**config.mk**
```make
export PLATFORM = sky130hd
export DESIGN_NAME = gen_clk
export DESIGN_NICKNAME = d
export VERILOG_FILES = /design/src/rtl/gen_clk.sv
export SDC_FILE = /design/constraint.sdc
export NUM_CORES = 1
export LEC_CHECK = 0
export ABC_CLOCK_PERIOD_IN_PS = 850
export CAP_MARGIN = 20
export CORE_AREA = 2 2 39 41
export DETAILED_ROUTE_END_ITERATION = 16
export DIE_AREA = 0 0 41 43
export PLACE_DENSITY = 0.3
export SLEW_MARGIN = 5
export SYNTH_ARGS = -nofsm -noshare
export SYNTH_HDL_FRONTEND = slang
export SYNTH_SLANG_ARGS = --single-unit
```
**constraint.sdc**
```tcl
create_clock -name clk_8f -period 0.85 [get_ports clk_8f]
set_clock_uncertainty 0.05 [all_clocks]
set_input_delay 0.085 -clock clk_8f [delete_from_list [all_inputs] [get_ports clk_8f]]
set_output_delay 0.085 -clock clk_8f [all_outputs]
set_load 0.02 [all_outputs]
```
**src/rtl/gen_clk.sv**
```systemverilog
// Divides clk_8f by 4 (clk_2f) and by 8 (clk_f) from one 3-bit phase counter.
// Outputs are registered, so they change only just after a clk_8f rising edge.
module gen_clk (
    input  logic clk_8f,
    input  logic rst,
    input  logic enb,
    output logic clk_2f,
    output logic clk_f
);

    logic [2:0] cnt;
    logic [2:0] cnt_next;

    assign cnt_next = cnt + 3'd1;

    // Outputs take bits of the *next* phase so they line up with cnt after the edge;
    // a clk_f rise (phase 4) therefore lands on the same edge as a clk_2f fall.
    always_ff @(posedge clk_8f) begin
        if (rst) begin
            cnt    <= 3'd0;
            clk_2f <= 1'b0;
            clk_f  <= 1'b0;
        end else if (enb) begin
            cnt    <= cnt_next;
            clk_2f <= cnt_next[1];
            clk_f  <= cnt_next[2];
        end
    end

endmodule

```
==> metrics.txt <==
status finished with violations; failing checks negative setup slack; n_diodes 0; crit end category flop; period utilization 117%; CTS tree built; Worst EP required 970 ps; Die Span Y 43 microns; Worst Slack Setup Final -141 ps; Placeable Area 1380 sq um; H-tree Lvls 1; Filler cells 150; largest net degree at the start of global routing 5; clock sink total 3; hold bufs inserted after CTS 0; critical path class flop to flop; dpl cell area 213 sq um; Worst Setup Start Kind flop; area delta synth->final 112%; fin crit period 991 ps; nets 27; peak supply drop 0.000706 V; Final Cell Area 258 sq um; vias in the first global route 121; max_slew headroom 87.5%; total CTS buffers 3; Hold Path Class input port to flop; row cnt 14; total number of vias 121; reg2reg path depth 4; DR DRC count 0; die extent in x 41 microns; HPWL after detailed placement 196 microns; slew of the pin with the lowest slew margin 187 ps; final WL 307 microns; routed len/inst 8.08 microns; syn nets 15; Final ANT Viol Nets 0; post-DR vias/cell 3.18; Synth Warn # 0; #FFs+latches synth 3; Max Cap Viol 0; first-pass GRT wire length 496 microns; Slew Viols, Final 0; gr ovfl total 0; Root Buffer clkbuf_4; DIE AREA 1760 sq um; RSZ-0062 raised after global routing true; area of the mapped netlist 121 sq um; Clock transition at path regs 40 ps; CP arrival 1110 ps; worst hold path depth 2; register area share after synthesis 49.5%; Top Ports 5; Initial Util 8.77%; final setup violation count 4; Total Routing Usage GR 5.22%; synth unique cells 8; P per Cell Area 1930 nW/um^2; Final GP Congestion 0.549; Max FO, Critical Path 2; share of layout cells above drive strength 1 59.1%; First DRT Iteration DRCs 3; synthesized area per cell 11.0 sq um; DR pass1 iterations 2; Final Hold Violating Endpoints 0; IO buf count 4; Post-Syn Instances 11; clk_lat worst skew 240 ps; smallest hold slack 395 ps; leakage power 0.000102 uW; Core Util, Final 18.6%; maximum root-to-sink buffer count 2; fmax 1010 MHz; initial antenna violation count 0; total power 497 uW
==> metrics by stage <==
step                cells  worst slack [ps]  setup TNS [ps]
CTS                    37              -153            -438
global placement       33              -228            -999
global route           38              -174            -492
floorplan              11             -66.6            -113
finish                 38              -141            -368
detailed placement     33              -219           -1000
==> state kept, by name (all words and copies together), names as in the netlist <==
name,cells
clk_f,1
cnt,2
==> Yosys cell counts <==
cell type | n | area, sq um
dfxtp_1 | 3 | 60.1
xnor2_1 | 1 | 8.76
a21oi_1 | 1 | 5.00
nor2_1 | 2 | 7.51
ha_1 | 1 | 12.5
nand3b_1 | 1 | 7.51
mux2i_1 | 1 | 10.0
a21bo_2 | 1 | 10.0
==> routing by layer <==
| metal | up-vias | wire length, microns | track usage (%) | part of all wire, % |
|---|---|---|---|---|
| li1 | 60 | - | - | - |
| met1 | 51 | 126 | 4.81 | 41 |
| met2 | 8 | 105 | 4.69 | 34 |
| met3 | 2 | 66 | 8.38 | 21 |
| met4 | 0 | 9 | 4.00 | 2.9 |
| met5 | - | 0 | 0 | 0 |
==> logic make-up after synthesis <==
family	count (synthesis)	synth area share [%]
adders and majority gates	1	10.3
and+or+nand+nor	3	12.4
muxes	1	8.25
DFF	3	49.5
xor gates and xnor gates	1	7.22
AOI/OAI and AO/OA	2	12.4
==> final cells by class <==
class	instances	area, sq um	area share, %
Clock buffer	4	26.3	10.2
Multi-Input combinational cell	8	77.6	30.1
Sequential cell	3	65.1	25.2
Tap cell	16	20.0	7.77
Timing Repair Buffer	7	68.8	26.7
==> critical path, stage by stage (launching register included) <==
cell and delay, ps:
dfxtp_4 330, buf_6 110, ha_4 140, a21bo_2 190, a21oi_2 100
==> timing repair <==
action                     4_1_cts  5_1_grt
setup buffers                    0        1
resized for setup                9        6
setup endpoints to repair        4        5
pin swaps                        1        1
==> cell usage in the layout (no fill, tap or decap) <==
master,Yosys,routed
buf_4,0,2
a21oi_2,0,1
clkbuf_1,0,1
buf_6,0,3
dfxtp_2,0,1
nor2_1,2,2
a21bo_2,1,1
xnor2_1,1,1
mux2i_1,1,1
dfxtp_1,3,1
nand3b_1,1,1
ha_4,0,1
clkbuf_4,0,3
dfxtp_4,0,1
clkdlybuf4s50_1,0,2
==> path summary, 6_finish.rpt <==
check,startpoint,endpoint,slack (ps)
min,rst,cnt[1],390
max reg2reg,cnt[1],clk_f,-140
max,cnt[1],clk_f,-140
min reg2reg,clk_f,clk_f,550
==> power by group <==
part           total (uW)  leakage, uW  switching, uW  internal (uW)
clock network         252    0.0000150           75.9            176
logic                83.3    0.0000618           30.7           52.6
registers             162    0.0000256           9.12            153
total                 497     0.000102            116            382
No activity file was read; power rests on OpenSTA's default activity.
